--- src/rtl/trap_controller_pkg.sv ---
`default_nettype none
// ============================================================================
//  Module      : trap_controller_pkg
//  Description : Shared constants for the machine-mode trap controller:
//                exception codes, privilege levels, CSR addresses, mstatus
//                bit positions and the FSM state type.
//  Revision    : 1.0 - initial release
// ============================================================================
package trap_controller_pkg;

    // XLEN width encoding; datapath width is 1 << (XLEN + 4)
    localparam int XLEN_32B = 1;
    localparam int XLEN_64B = 2;

    // Exception codes carried down the pipe (value equals the mcause number)
    localparam logic [3:0] E_INSTR_ADDR_MISALIGNED = 4'd0;
    localparam logic [3:0] E_ILLEGAL_INSTR         = 4'd2;
    localparam logic [3:0] E_LOAD_ADDR_MISALIGNED  = 4'd4;
    localparam logic [3:0] E_STORE_ACCESS_FAULT    = 4'd7;
    localparam logic [3:0] E_ECALL                 = 4'd8;
    localparam logic [3:0] NO_E                    = 4'hF;

    // Privilege levels
    localparam logic [1:0] PRIV_USER    = 2'b00;
    localparam logic [1:0] PRIV_MACHINE = 2'b11;

    // CSR addresses owned by this block
    localparam logic [11:0] CSR_MSTATUS = 12'h300;
    localparam logic [11:0] CSR_MEPC    = 12'h341;
    localparam logic [11:0] CSR_MCAUSE  = 12'h342;
    localparam logic [11:0] CSR_MTVAL   = 12'h343;

    // mstatus field positions
    localparam int MSTATUS_MIE_BIT  = 3;
    localparam int MSTATUS_MPIE_BIT = 7;
    localparam int MSTATUS_MPP_LSB  = 11;

    typedef enum logic [1:0] {
        ST_IDLE = 2'd0,
        ST_TRAP = 2'd1,
        ST_RET  = 2'd2
    } trap_state_t;

    // Load/store misaligned or access-fault causes report the effective address
    function automatic logic is_mem_fault(input logic [3:0] code);
        return (code >= E_LOAD_ADDR_MISALIGNED) && (code <= E_STORE_ACCESS_FAULT);
    endfunction

endpackage
`default_nettype wire

--- src/rtl/trap_controller_tag_pipe.sv ---
`default_nettype none
// ============================================================================
//  Module      : trap_tag_pipe
//  Description : Carries fetch-stage exception tags {code, pc, instr} through
//                Decode into Execute, honouring stall and flush (flush wins).
//  Revision    : 1.0 - initial release
// ============================================================================
module trap_tag_pipe
    import trap_controller_pkg::*;
#(
    parameter int W = 64
) (
    input  logic         i_clk,
    input  logic         i_rst_n,
    input  logic [3:0]   i_code_f,
    input  logic [W-1:0] i_pc_f,
    input  logic [31:0]  i_instr_f,
    input  logic         i_stall_d,
    input  logic         i_flush_d,
    input  logic         i_stall_e,
    input  logic         i_flush_e,
    output logic [3:0]   o_code_e,
    output logic [W-1:0] o_pc_e,
    output logic [31:0]  o_instr_e
);

    logic [3:0]   r_code_d;
    logic [W-1:0] r_pc_d;
    logic [31:0]  r_instr_d;
    logic [3:0]   r_code_e;
    logic [W-1:0] r_pc_e;
    logic [31:0]  r_instr_e;

    // Decode tag: a flush only needs to kill the code, pc/instr are don't-care
    always_ff @(posedge i_clk or negedge i_rst_n) begin
        if (!i_rst_n) begin
            r_code_d  <= NO_E;
            r_pc_d    <= '0;
            r_instr_d <= '0;
        end else if (i_flush_d) begin
            r_code_d  <= NO_E;
        end else if (!i_stall_d) begin
            r_code_d  <= i_code_f;
            r_pc_d    <= i_pc_f;
            r_instr_d <= i_instr_f;
        end
    end

    // Execute tag: follows Decode tag under the Execute stall/flush controls
    always_ff @(posedge i_clk or negedge i_rst_n) begin
        if (!i_rst_n) begin
            r_code_e  <= NO_E;
            r_pc_e    <= '0;
            r_instr_e <= '0;
        end else if (i_flush_e) begin
            r_code_e  <= NO_E;
        end else if (!i_stall_e) begin
            r_code_e  <= r_code_d;
            r_pc_e    <= r_pc_d;
            r_instr_e <= r_instr_d;
        end
    end

    assign o_code_e  = r_code_e;
    assign o_pc_e    = r_pc_e;
    assign o_instr_e = r_instr_e;

endmodule
`default_nettype wire

--- src/rtl/trap_controller.sv ---
`default_nettype none
// ============================================================================
//  Module      : trap_controller
//  Description : Machine-mode trap and mret engine. Arbitrates Execute and
//                fetch-tag exceptions, updates mepc/mcause/mtval/mstatus and
//                privilege, then pulses a pipeline flush and fetch redirect.
//  Revision    : 1.0 - initial release
// ============================================================================
module trap_controller
    import trap_controller_pkg::*;
#(
    parameter  int XLEN = XLEN_64B,
    localparam int W    = 1 << (XLEN + 4)
) (
    input  logic         i_clk,
    input  logic         i_rst_n,
    input  logic [3:0]   i_exception_code_f,
    input  logic [W-1:0] i_pc_f,
    input  logic [31:0]  i_instr_f,
    input  logic         i_stall_d,
    input  logic         i_flush_d,
    input  logic         i_stall_e,
    input  logic         i_flush_e,
    input  logic [3:0]   i_exception_code_e,
    input  logic [W-1:0] i_pc_e,
    input  logic [W-1:0] i_alu_out_e,
    input  logic         i_mret_e,
    input  logic [W-1:0] i_mtvec,
    input  logic         i_csr_we,
    input  logic [11:0]  i_csr_addr,
    input  logic [W-1:0] i_csr_wdata,
    output logic [1:0]   o_current_privilege,
    output logic [W-1:0] o_mepc,
    output logic [W-1:0] o_mcause,
    output logic [W-1:0] o_mtval,
    output logic [W-1:0] o_mstatus,
    output logic         o_trap_flush,
    output logic         o_pc_redirect_valid,
    output logic [W-1:0] o_pc_redirect,
    output logic         o_busy
);

    localparam logic [W-1:0] C_ALIGN_MASK = ~W'(3);

    trap_state_t  r_state;
    logic         r_trap_flush;
    logic         r_redirect_valid;
    logic [W-1:0] r_redirect;
    logic         r_busy;

    logic [1:0]   r_priv;
    logic [W-1:0] r_mepc;
    logic [W-1:0] r_mcause;
    logic [W-1:0] r_mtval;
    logic         r_mie;
    logic         r_mpie;
    logic [1:0]   r_mpp;

    logic [3:0]   w_tag_code;
    logic [W-1:0] w_tag_pc;
    logic [31:0]  w_tag_instr;

    // The trap flush also bubbles the tags so younger fetch faults die
    trap_tag_pipe #(.W(W)) u_tag_pipe (
        .i_clk     (i_clk),
        .i_rst_n   (i_rst_n),
        .i_code_f  (i_exception_code_f),
        .i_pc_f    (i_pc_f),
        .i_instr_f (i_instr_f),
        .i_stall_d (i_stall_d),
        .i_flush_d (i_flush_d | r_trap_flush),
        .i_stall_e (i_stall_e),
        .i_flush_e (i_flush_e | r_trap_flush),
        .o_code_e  (w_tag_code),
        .o_pc_e    (w_tag_pc),
        .o_instr_e (w_tag_instr)
    );

    logic         w_e_valid;
    logic         w_from_e;
    logic [3:0]   w_eff_code;
    logic         w_has_cause;
    logic         w_mret_bad;
    logic         w_take_trap;
    logic         w_take_ret;
    logic [3:0]   w_trap_code;
    logic [W-1:0] w_trap_mcause;
    logic [W-1:0] w_trap_mepc;
    logic [W-1:0] w_trap_mtval;

    // Trap decision: Execute's own cause is older than the fetch tag and wins
    always_comb begin
        w_e_valid     = (r_state == ST_IDLE) && !i_stall_e;
        w_from_e      = (i_exception_code_e != NO_E);
        w_eff_code    = w_from_e ? i_exception_code_e : w_tag_code;
        w_has_cause   = (w_eff_code != NO_E);
        w_mret_bad    = i_mret_e && !w_has_cause && (r_priv != PRIV_MACHINE);
        w_take_trap   = w_e_valid && (w_has_cause || w_mret_bad);
        w_take_ret    = w_e_valid && i_mret_e && !w_has_cause && (r_priv == PRIV_MACHINE);
        w_trap_code   = w_has_cause ? w_eff_code : E_ILLEGAL_INSTR;
        w_trap_mcause = (w_trap_code == E_ECALL) ? W'(E_ECALL + {2'b00, r_priv})
                                                 : W'(w_trap_code);
        w_trap_mepc   = ((w_has_cause && !w_from_e) ? w_tag_pc : i_pc_e) & C_ALIGN_MASK;
        w_trap_mtval  = '0;
        if (w_has_cause) begin
            if (w_from_e) begin
                if (is_mem_fault(w_eff_code)) w_trap_mtval = i_alu_out_e;
            end else if (w_eff_code == E_INSTR_ADDR_MISALIGNED) begin
                w_trap_mtval = w_tag_pc;
            end else if (w_eff_code == E_ILLEGAL_INSTR) begin
                w_trap_mtval = W'(w_tag_instr);
            end
        end
    end

    // Control FSM with registered single-cycle flush/redirect pulses
    always_ff @(posedge i_clk or negedge i_rst_n) begin
        if (!i_rst_n) begin
            r_state          <= ST_IDLE;
            r_trap_flush     <= 1'b0;
            r_redirect_valid <= 1'b0;
            r_redirect       <= '0;
            r_busy           <= 1'b0;
        end else begin
            case (r_state)
                ST_IDLE: begin
                    if (w_take_trap) begin
                        r_state          <= ST_TRAP;
                        r_trap_flush     <= 1'b1;
                        r_redirect_valid <= 1'b1;
                        r_redirect       <= i_mtvec & C_ALIGN_MASK;
                        r_busy           <= 1'b1;
                    end else if (w_take_ret) begin
                        r_state          <= ST_RET;
                        r_trap_flush     <= 1'b1;
                        r_redirect_valid <= 1'b1;
                        r_redirect       <= r_mepc;
                        r_busy           <= 1'b1;
                    end
                end
                default: begin
                    r_state          <= ST_IDLE;
                    r_trap_flush     <= 1'b0;
                    r_redirect_valid <= 1'b0;
                    r_redirect       <= '0;
                    r_busy           <= 1'b0;
                end
            endcase
        end
    end

    // Architectural CSRs: trap/mret capture takes priority over software writes
    always_ff @(posedge i_clk or negedge i_rst_n) begin
        if (!i_rst_n) begin
            r_priv   <= PRIV_MACHINE;
            r_mepc   <= '0;
            r_mcause <= '0;
            r_mtval  <= '0;
            r_mie    <= 1'b0;
            r_mpie   <= 1'b0;
            r_mpp    <= PRIV_USER;
        end else if (w_take_trap) begin
            r_mepc   <= w_trap_mepc;
            r_mcause <= w_trap_mcause;
            r_mtval  <= w_trap_mtval;
            r_mpie   <= r_mie;
            r_mie    <= 1'b0;
            r_mpp    <= r_priv;
            r_priv   <= PRIV_MACHINE;
        end else if (w_take_ret) begin
            r_priv   <= r_mpp;
            r_mie    <= r_mpie;
            r_mpie   <= 1'b1;
            r_mpp    <= PRIV_USER;
        end else if ((r_state == ST_IDLE) && i_csr_we) begin
            case (i_csr_addr)
                CSR_MSTATUS: begin
                    r_mie  <= i_csr_wdata[MSTATUS_MIE_BIT];
                    r_mpie <= i_csr_wdata[MSTATUS_MPIE_BIT];
                    r_mpp  <= (i_csr_wdata[MSTATUS_MPP_LSB +: 2] == 2'b10)
                              ? PRIV_USER : i_csr_wdata[MSTATUS_MPP_LSB +: 2];
                end
                CSR_MEPC:   r_mepc   <= i_csr_wdata & C_ALIGN_MASK;
                CSR_MCAUSE: r_mcause <= i_csr_wdata;
                CSR_MTVAL:  r_mtval  <= i_csr_wdata;
                default: ;
            endcase
        end
    end

    // Assemble mstatus view from the implemented fields
    always_comb begin
        o_mstatus                             = '0;
        o_mstatus[MSTATUS_MIE_BIT]            = r_mie;
        o_mstatus[MSTATUS_MPIE_BIT]           = r_mpie;
        o_mstatus[MSTATUS_MPP_LSB +: 2]       = r_mpp;
    end

    assign o_current_privilege = r_priv;
    assign o_mepc              = r_mepc;
    assign o_mcause            = r_mcause;
    assign o_mtval             = r_mtval;
    assign o_trap_flush        = r_trap_flush;
    assign o_pc_redirect_valid = r_redirect_valid;
    assign o_pc_redirect       = r_redirect;
    assign o_busy              = r_busy;

endmodule
`default_nettype wire
--- config.mk ---
export PLATFORM = sky130hd
export DESIGN_NAME = trap_controller
export DESIGN_NICKNAME = d
export VERILOG_FILES = /design/src/rtl/trap_controller_pkg.sv /design/src/rtl/trap_controller_tag_pipe.sv /design/src/rtl/trap_controller.sv
export SDC_FILE = /design/constraint.sdc
export NUM_CORES = 1
export LEC_CHECK = 0
export BUFFER_PORTS_ARGS = -buffer_cell sky130_fd_sc_hd__buf_2
export CAP_MARGIN = 10
export CORE_AREA = 2 2 273 275
export CTS_CLUSTER_DIAMETER = 100
export DETAILED_ROUTE_END_ITERATION = 8
export DIE_AREA = 0 0 275 277
export MAX_ROUTING_LAYER = met4
export PLACE_DENSITY = 0.49
export SYNTH_ARGS = -nofsm -noshare
export SYNTH_HDL_FRONTEND = slang
export SYNTH_SLANG_ARGS = --single-unit
--- constraint.sdc ---
create_clock -name i_clk -period 4 [get_ports i_clk]
set_clock_uncertainty 0.05 [all_clocks]
set_input_delay 0.8 -clock i_clk [delete_from_list [all_inputs] [get_ports i_clk]]
set_output_delay 0.8 -clock i_clk [all_outputs]
set_load 0.02 [all_outputs]
==> impl_metrics.json, run 1 <==
{
  "ys_async_sr_fraction_pct": 100,
  "post_cts_resized": 0,
  "vias_per_cell": 5.04,
  "drc_errors": 0,
  "yosys-top-cells-area": "dfrtp_1, mux2_2, mux2i_1",
  "dieWidth_um": 275,
  "period_share_pct": 78.4,
  "grt_start_max_net_pins": 107,
  "stdcell_count": 3501,
  "synth.top_cell.area_share_pct": 52.2,
  "pwr_density_cell_mw_per_mm2": 575,
  "yosysTopAreaCell": "dfrtp_1",
  "setup-tns-final_ps": 0,
  "synth-edff-count": 0,
  "grt_use_total_pct": 22.6,
  "core_area_mm2": 0.0736,
  "nFillCells": 7353,
  "synth_area_mm2": 0.0216,
  "design_power_total_uw": 15900,
  "first_global_vias": 17800,
  "dp.cells": 3377,
  "cts_max_level": 2,
  "firstDrtPassIters": 5,
  "grt_pass1_wl_um": 123000,
  "clk-insertion-delay-late_ps": 600,
  "slew_headroom_pct": 25.4,
  "ir_drop_mv": 0.428,
  "initial_core_util_pct": 29.4,
  "ys_seq_area_share_pct": 53.4,
  "end_kind": "flop",
  "rows": 100,
  "ios": 705,
  "grt_overflow": 0,
  "antenna_found_initial": 27,
  "start_kind": "flop",
  "cts_hold_buffers": 0,
  "clock.fmax_ghz": 0.319,
  "worstMarginPinSlew_ps": 1120,
  "yosysUniqueCellTypes": 53,
  "ant_nets": 0,
  "drv_cap": 0,
  "die_h_um": 277,
  "area_growth_pct": 28.1,
  "total_leakage_power_uw": 0.0134,
  "rsz0062_at_grt": "false",
  "post_cts_buffers": 0,
  "setup-violations-final": 0,
  "cp.arrival_ps": 3550,
  "cts_max_path_buffers": 3,
  "drive_gt1_share_pct": 43.8,
  "drt-total-wl_um": 86700,
  "gp_congestion": 0.921,
  "yosys_warnings": 0,
  "cts_tree": "done",
  "numClockSinks": 461,
  "final_nets": 2843,
  "cts_made_buffers": 53,
  "setup_slack_ps": 863,
  "hpwlAfterDp_um": 63600,
  "hold_class": "in2async",
  "clock-root-buffer": "clkbuf_16",
  "syn_inst": 1874,
  "postSynthAreaPerCell_um2": 11.5,
  "dieArea_mm2": 0.0762,
  "synth_seq_cells": 461,
  "slew_viol_final": 0,
  "yosysMostFrequentCell": "dfrtp_1",
  "drtIter0Drc": 1235,
  "path_class": "reg2reg",
  "crit_fanout": 20,
  "outcome": "complete, no violations",
  "synthTopCellsByCount": "dfrtp_1, mux2_2, nand2_1, mux2i_1, nand3_1",
  "wl_per_cell_um": 24.8,
  "vias": 17700,
  "synthFlopType": "dfrtp_1",
  "min_period_ps": 3140,
  "place_ws_ps": 502,
  "port-buffer-count": 636,
  "finalHoldViolCount": 0,
  "crit_required_ps": 4420,
  "clk_pin_slew_ps": 60
}
-- where the power goes --
group | switching [uW] | total [uW] | internal [uW]
Sequential | 959 | 6860 | 5900
Combinational | 2100 | 3710 | 1610
Clock | 2080 | 5350 | 3270
Total | 5150 | 15900 | 10800
-- metrics by stage --
stage | cell area [um^2] | hold WS (ps) | utilization [%]
after floorplan | 21900 | 425 | -
after global placement | 25700 | 433 | 34.9
after detailed placement | 25700 | 436 | 34.9
after CTS | 27600 | 86.9 | 37.6
after global routing | 27700 | 104 | 37.6
final | 27700 | 93.0 | 37.6
-- worst paths after layout --
path	startpoint	endpoint	slack, ps	cells after the start
max	r_state[1]	o_mtval[32]	860	6
min	i_rst_n	u_tag_pipe.o_pc_e[13]	90	1
max reg2reg	r_state[1]	o_mtval[32]	860	6
min reg2reg	u_tag_pipe.r_instr_d[22]	u_tag_pipe.o_instr_e[22]	430	1
max in group asynchronous	i_rst_n	u_tag_pipe.o_pc_e[22]	2870	2
min in group i_clk	i_pc_f[42]	u_tag_pipe.r_pc_d[42]	370	2
-- per-layer routing --
metal / vias to the layer above / GRT usage [%] / part of all wire, %
met3: 137 / 4.48 / 6.7
met1: 8929 / 28.8 / 43
met2: 770 / 35.6 / 47
met5: - / - / 0
li1: 7820 / - / -
met4: 0 / 8.15 / 3.7
-- area by class of cell --
cell class	instances	area (um^2)	area share, %
Clock inverter	28	435	1.57
Sequential cell	461	11500	41.7
Tap cell	969	1210	4.38
Inverter	63	236	0.854
Clock buffer	71	1490	5.36
Multi-Input combinational cell	1198	8930	32.3
Antenna cell	25	62.6	0.226
Timing Repair Buffer	686	3780	13.7
-- registers in the layout (all words and copies together), names as in the netlist --
signal                count
r_mpie                    1
o_mtval                  64
u_tag_pipe.o_pc_e        64
r_mpp                     2
u_tag_pipe.r_instr_d     32
u_tag_pipe.o_code_e       4
o_mcause                 64
o_pc_redirect            62
o_busy                    1
r_mie                     1
o_mepc                   62
r_state                   2
u_tag_pipe.r_code_d       4
u_tag_pipe.r_pc_d        64
u_tag_pipe.o_instr_e     32
o_current_privilege       2
-- cell usage in the layout (no fill, tap or decap), types with 4 or more instances in the layout --
cell type,count
clkinv_4,4
buf_4,33
buf_2,635
a21oi_1,67
dfrtp_1,451
nand3_1,99
mux2_2,266
o21ai_4,5
mux2_4,25
diode_2,25
mux2i_1,133
inv_1,61
clkbuf_8,7
clkbuf_1,10
bufinv_16,10
clkinv_2,11
nand2_1,143
a41oi_1,32
clkbuf_16,54
conb_1,64
a22oi_1,32
a211o_1,32
nor2_1,67
o21ai_0,92
o21ai_1,9
buf_12,17
a31oi_1,94
dfstp_2,10
-- logic make-up (layout without fill, tap and decap cells) --
| group | after synthesis | count (layout) | synth area share, % |
|---|---|---|---|
| other | 1 | 89 | 0.0173 |
| AO/OA/AOI/OAI | 374 | 374 | 10.9 |
| AND/OR/NAND/NOR | 336 | 336 | 6.93 |
| flip-flops | 461 | 461 | 53.4 |
| buffers and inverters | 278 | 848 | 6.93 |
| multiplexers | 424 | 424 | 21.8 |
-- critical path, stage by stage, from the launching register on --
cell,delay [ps]
dfrtp_1,510
nor4b_1,560
nand4_1,460
o21ai_4,280
and2_4,550
buf_12,240
mux2_2,340
Note: power is estimated with default switching activity, not from simulation.
==> inputs of run 2 (changes only) <==
--- a/config.mk
+++ b/config.mk
@@ -12,7 +12,7 @@
 export DETAILED_ROUTE_END_ITERATION = 8
 export DIE_AREA = 0 0 275 277
 export MAX_ROUTING_LAYER = met4
-export PLACE_DENSITY = 0.49
+export PLACE_DENSITY = 0.51
 export SYNTH_ARGS = -nofsm -noshare
 export SYNTH_HDL_FRONTEND = slang
 export SYNTH_SLANG_ARGS = --single-unit
==> constraint.sdc (replaced) <==
create_clock -name i_clk -period 2.75 [get_ports i_clk]
set_clock_uncertainty 0.05 [all_clocks]
set_input_delay 0.55 -clock i_clk [delete_from_list [all_inputs] [get_ports i_clk]]
set_output_delay 0.55 -clock i_clk [all_outputs]
set_load 0.02 [all_outputs]
==> run 2 against run 1 <==
  * Hold slack improved by 27 ps
  * Final area increased by 3.0%
  * Clock power increased by 50%
  * Core utilization increased by 1.1 points
==> impl_metrics.json, run 2 (synthesized netlist as in run 1, its figures left out) <==
{
  "first_global_vias": 18300,
  "crit_fanout": 21,
  "core_area_mm2": 0.0736,
  "slew_viol_final": 0,
  "dp.cells": 3436,
  "topRoutingLayerUsed": "met4",
  "dieWidth_um": 275,
  "gp_congestion": 0.931,
  "drive_gt1_share_pct": 45.3,
  "total_leakage_power_uw": 0.0138,
  "grt_overflow": 0,
  "design_area_mm2": 0.0285,
  "pwr_density_cell_mw_per_mm2": 827,
  "slowest_stage": "dfrtp_1",
  "wl_met2_um": 42400,
  "clock-root-buffer": "clkbuf_16",
  "clk_pin_slew_ps": 60,
  "vias": 18100,
  "initial_core_util_pct": 29.4,
  "ant_nets": 0,
  "wl_met1_um": 37600,
  "nFillCells": 7275,
  "drc_errors": 0,
  "design_power_total_uw": 23600,
  "drv_cap": 0,
  "hold_class": "in2reg",
  "grt_use_total_pct": 23.5,
  "crit_required_ps": 3180,
  "vias_per_cell": 5.09,
  "slew_headroom_pct": 52.3,
  "switchingPower_uw": 7610,
  "clk-insertion-delay-late_ps": 610,
  "regArea_mm2": 0.0115,
  "p_int_uw": 16000,
  "post_cts_buffers": 0,
  "path_class": "reg2reg",
  "outcome": "complete, no violations",
  "post_dp_cell_area_mm2": 0.0265,
  "drtIter0Drc": 1255,
  "finalHoldViolCount": 0,
  "stdcell_count": 3562,
  "end_kind": "flop",
  "cts_max_level": 2,
  "cts_made_buffers": 55,
  "pwr-share-clk_pct": 34.0,
  "final_common_cell": "buf_2",
  "period_share_pct": 90.5,
  "sw_frac_of_total_pct": 32.3,
  "area_growth_pct": 32.0,
  "multiInputGateArea_mm2": 0.00894,
  "cts_tree": "done",
  "ios": 705,
  "clock.fmax_ghz": 0.402,
  "ir_drop_mv": 0.481,
  "antenna_found_initial": 25,
  "worstMarginPinSlew_ps": 711,
  "seqPwrFrac_pct": 42.2,
  "wl_per_cell_um": 25.0,
  "cp.arrival_ps": 2920,
  "min_period_ps": 2490,
  "p_comb_share_pct": 23.8,
  "start_kind": "flop",
  "slowest_delay_ps": 470,
  "die_h_um": 277,
  "r2r_slack_ps": 260,
  "numClockSinks": 461,
  "hpwlAfterDp_um": 65500,
  "final_nets": 2905,
  "grt_pass1_wl_um": 128000,
  "firstDrtPassIters": 5,
  "wl_met3_um": 6010,
  "port-buffer-count": 636,
  "drt-total-wl_um": 89000,
  "dieArea_mm2": 0.0762,
  "rows": 100,
  "setup-violations-final": 0,
  "worstPathCellList": "nor4b_2, nand4_1, buf_4, o21ai_4, and2_4, buf_12, mux2_4",
  "rsz0062_at_grt": "false",
  "grt_start_max_net_pins": 91,
  "cts_max_path_buffers": 3,
  "final_cell_mix": "buf_2, dfrtp_1, mux2_2, nand2_1, mux2i_1"
}
run 2: cell count changes in the layout (fill, tap and decap cells not counted), moves of 2 or more:
cell | before | now
buf_12 | 17 | 42
clkinvlp_4 | 0 | 2
clkbuf_8 | 7 | 11
buf_4 | 33 | 67
diode_2 | 25 | 21
o21ai_0 | 92 | 90
o21ai_1 | 9 | 11
inv_6 | 1 | 3
run 2: power groups by stage:
stage | sequential [uW] | clock, uW | combinational (uW)
floorplan | 10500 | 0 | 2560
finish | 9960 | 8020 | 5620
global route | 10200 | 8520 | 6020
detailed placement | 10000 | 0 | 5660
global placement | 9990 | 0 | 5570
CTS | 9940 | 8240 | 5680
run 2: final timing paths:
kind | startpoint | to | depth (start not counted)
min | i_exception_code_f[0] | u_tag_pipe.r_code_d[0] | 3
max | r_state[1] | o_mtval[42] | 7
max reg2reg | r_state[1] | o_mtval[42] | 7
max in group asynchronous | i_rst_n | u_tag_pipe.o_instr_e[24] | 3
min reg2reg | u_tag_pipe.r_pc_d[30] | u_tag_pipe.o_pc_e[30] | 1
min in group asynchronous | i_rst_n | u_tag_pipe.r_instr_d[12] | 2
run 2: worst max-delay path: cells and delay by family, from the launching register on:
kind | cells | cell delay, ps
AO/OA/AOI/OAI | 1 | 130
buffers and inverters | 2 | 460
flip-flops | 1 | 470
multiplexers | 1 | 330
AND/OR/NAND/NOR | 3 | 870
run 2: cell type report:
| cell class | count | area share (%) |
|---|---|---|
| Clock inverter | 29 | 1.50 |
| Sequential cell | 461 | 40.5 |
| Tap cell | 969 | 4.25 |
| Antenna cell | 21 | 0.184 |
| Multi-Input combinational cell | 1198 | 31.3 |
| Inverter | 63 | 0.829 |
| Clock buffer | 75 | 5.47 |
| Timing Repair Buffer | 746 | 15.9 |
run 2: per-layer routing:
| layer | GRT usage, % | up-vias |
|---|---|---|
| met1 | 30.2 | 9273 |
| met5 | - | - |
| met4 | 8.07 | 0 |
| met3 | 4.28 | 138 |
| li1 | - | 7913 |
| met2 | 37.0 | 797 |
run 2: timing repair:
item / 4_1_cts / 5_1_grt
setup endpoints to repair: 2 / 19
hold buffers: 1 / 0
hold endpoints to repair: 38 / 0
resized for setup: 2 / 1
run 2: through the flow:
step / util [%] / hold slack, ps / setup TNS (ps) / setup WS (ps)
final: 38.8 / 120 / 0 / 260
after CTS: 38.7 / 69.3 / 0 / 36.4
after detailed placement: 36.0 / 437 / -766 / -243
after global routing: 38.8 / 94.8 / 0 / 74.4
after floorplan: - / 204 / 0 / 409
after global placement: 36.0 / 431 / -1800 / -387
==> inputs of run 3 (changes only) <==
--- a/config.mk
+++ b/config.mk
@@ -5,6 +5,7 @@
 export SDC_FILE = /design/constraint.sdc
 export NUM_CORES = 1
 export LEC_CHECK = 0
+export ABC_AREA = 1
 export BUFFER_PORTS_ARGS = -buffer_cell sky130_fd_sc_hd__buf_2
 export CAP_MARGIN = 10
 export CORE_AREA = 2 2 273 275
@@ -12,7 +13,7 @@
 export DETAILED_ROUTE_END_ITERATION = 8
 export DIE_AREA = 0 0 275 277
 export MAX_ROUTING_LAYER = met4
-export PLACE_DENSITY = 0.51
+export PLACE_DENSITY = 0.53
 export SYNTH_ARGS = -nofsm -noshare
 export SYNTH_HDL_FRONTEND = slang
 export SYNTH_SLANG_ARGS = --single-unit
==> run 3 against run 2 <==
  * Sequential power down 5.2%
  * Global-route usage grew 1.1 points
  * Clock-buffer cell count shrank 2
  * Setup slack better by 240 ps
  * Core utilization increased by 0.95 points
  * Register-to-register slack improved by 240 ps
  * Hold slack got worse by 28 ps
  * Non-clock buffer count down 28
  * Die area is the same
  * Area after synthesis rose by 5.8%
==> impl_metrics.json, run 3 <==
{
  "numClockSinks": 461,
  "worstMarginPinSlew_ps": 697,
  "yosysMostFrequentCell": "nand2_1",
  "drt-total-wl_um": 92600,
  "synth_seq_cells": 461,
  "ant_nets": 0,
  "design_area_mm2": 0.0292,
  "ys_async_sr_fraction_pct": 100,
  "drive_gt1_share_pct": 22.6,
  "stdcell_count": 4771,
  "post_dp_cell_area_mm2": 0.0273,
  "cts_made_buffers": 55,
  "min_period_ps": 2250,
  "initial_core_util_pct": 31.1,
  "clock-root-buffer": "clkbuf_16",
  "firstDrtPassIters": 7,
  "hold_class": "in2reg",
  "final_cell_mix": "nand2_1, buf_2, dfrtp_1, inv_1, nand3_1",
  "cts_max_path_buffers": 3,
  "final_common_cell": "nand2_1",
  "dieWidth_um": 275,
  "slew_viol_final": 0,
  "pwr_density_cell_mw_per_mm2": 786,
  "syn_inst": 3151,
  "synthTopCellsByCount": "nand2_1, dfrtp_1, inv_1, nand3_1, o21ai_0",
  "clk-insertion-delay-late_ps": 600,
  "dp.cells": 4646,
  "cp.arrival_ps": 2700,
  "total_leakage_power_uw": 0.0163,
  "dieArea_mm2": 0.0762,
  "vias": 22000,
  "clk_pin_slew_ps": 60,
  "start_kind": "flop",
  "slew_headroom_pct": 53.5,
  "vias_per_cell": 4.61,
  "antenna_found_initial": 25,
  "synth-edff-count": 0,
  "grt_use_total_pct": 24.5,
  "wl_per_cell_um": 19.4,
  "yosysUniqueCellTypes": 30,
  "area_growth_pct": 27.8,
  "cts_max_level": 2,
  "finish.utilization_pct": 39.7,
  "synthFlopType": "dfrtp_1",
  "finalHoldViolCount": 0,
  "postSynthAreaPerCell_um2": 7.26,
  "drv_cap": 0,
  "die_h_um": 277,
  "rsz0062_at_grt": "false",
  "end_kind": "flop",
  "rows": 100,
  "slowest_stage": "dfstp_2",
  "grt_pass1_wl_um": 136000,
  "drc_errors": 0,
  "synth_area_mm2": 0.0229,
  "cp_common_cell": "nand2_1",
  "port-buffer-count": 636,
  "grt_start_max_net_pins": 97,
  "worstPathCellList": "inv_1, nand2_1, nand2_2, nor2_2, nand2_4, nand2_4, nand2_4, buf_12, nand3_1, nand2_1, nand2_1, nand2_1",
  "core_area_mm2": 0.0736,
  "grt_overflow": 0,
  "path_class": "reg2reg",
  "cts_tree": "done",
  "yosysTopAreaCell": "dfrtp_1",
  "final_nets": 4115,
  "post_cts_resized": 0,
  "yosys-top-cells-area": "dfrtp_1, nand2_1, nand3_1",
  "first_global_vias": 20700,
  "drtIter0Drc": 1714,
  "gp_congestion": 0.896,
  "crit_required_ps": 3200,
  "ys_seq_area_share_pct": 50.5,
  "hpwlAfterDp_um": 67200,
  "period_share_pct": 81.9,
  "outcome": "complete, no violations",
  "ir_drop_mv": 0.512,
  "clock.fmax_ghz": 0.444,
  "slowest_delay_ps": 510,
  "synth.top_cell.area_share_pct": 49.3,
  "crit_fanout": 54,
  "yosys_warnings": 0,
  "fin_hold_ws_ps": 91.7,
  "setup-tns-final_ps": 0,
  "ios": 705,
  "setup-violations-final": 0
}
==> run 3: area by class of cell <==
class                      count  area (um^2)
inverter                     281         1060
sequential                   461        11500
timing repair buffer         718         4240
antenna                       22         55.1
clock inverter                29          322
multi-input combinational   2218         9220
fill                        7945        44300
clock buffer                  73         1580
tap                          969         1210
==> run 3: critical path: cells and delay by family, from the launching register on <==
kind                   cells  cell delay, ps
buffers and inverters      2             340
DFF                        1             510
and+or+nand+nor           10            1230
==> run 3: path summary, 6_finish.rpt <==
check	startpoint	end	slack [ps]	cells after the start
worst max-delay path	u_tag_pipe.o_code_e[2]	o_mepc[11]	500	12
worst min-delay path	i_pc_f[45]	u_tag_pipe.r_pc_d[45]	90	3
worst max register to register	u_tag_pipe.o_code_e[2]	o_mepc[11]	500	12
worst min register to register	u_tag_pipe.r_pc_d[36]	u_tag_pipe.r_pc_d[36]	420	2
max in group asynchronous	i_rst_n	o_mcause[29]	1260	3
min in group asynchronous	i_rst_n	u_tag_pipe.r_pc_d[13]	500	2
==> run 3: what timing repair did <==
action | in CTS | in global routing
setup buffers | 0 | 0
hold endpoints to repair | 51 | 0
hold buffers | 1 | 0
==> run 3: routing by layer <==
| layer | vias to the layer above | share of wire (%) | track usage [%] |
|---|---|---|---|
| met5 | - | 0 | - |
| met4 | 0 | 2.9 | 7.98 |
| met3 | 145 | 6.1 | 3.52 |
| met2 | 729 | 46 | 37.4 |
| met1 | 10400 | 45 | 33.5 |
| li1 | 10800 | - | - |
==> run 3: stage by stage <==
stage / worst slack (ps) / power (uW)
2_1_floorplan: 771 / 12800
3_3_place_gp: 151 / 15300
3_5_place_dp: 114 / 15400
4_1_cts: 468 / 23200
5_1_grt: 314 / 24200
6_report: 499 / 23000
==> run 3: cells by family (layout without fill, tap and decap cells) <==
kind of cell | Yosys count | in the layout | share of synthesized area [%]
buf+inv | 535 | 1101 | 10.7
compound gates | 299 | 299 | 6.62
other cells | 1 | 86 | 0.0164
flops | 461 | 461 | 50.5
simple gates | 1855 | 1855 | 32.2
==> run 3: report_power, final <==
group	switching, uW	internal, uW
clock	3090	4590
combinational	3990	1860
sequential	1020	8430
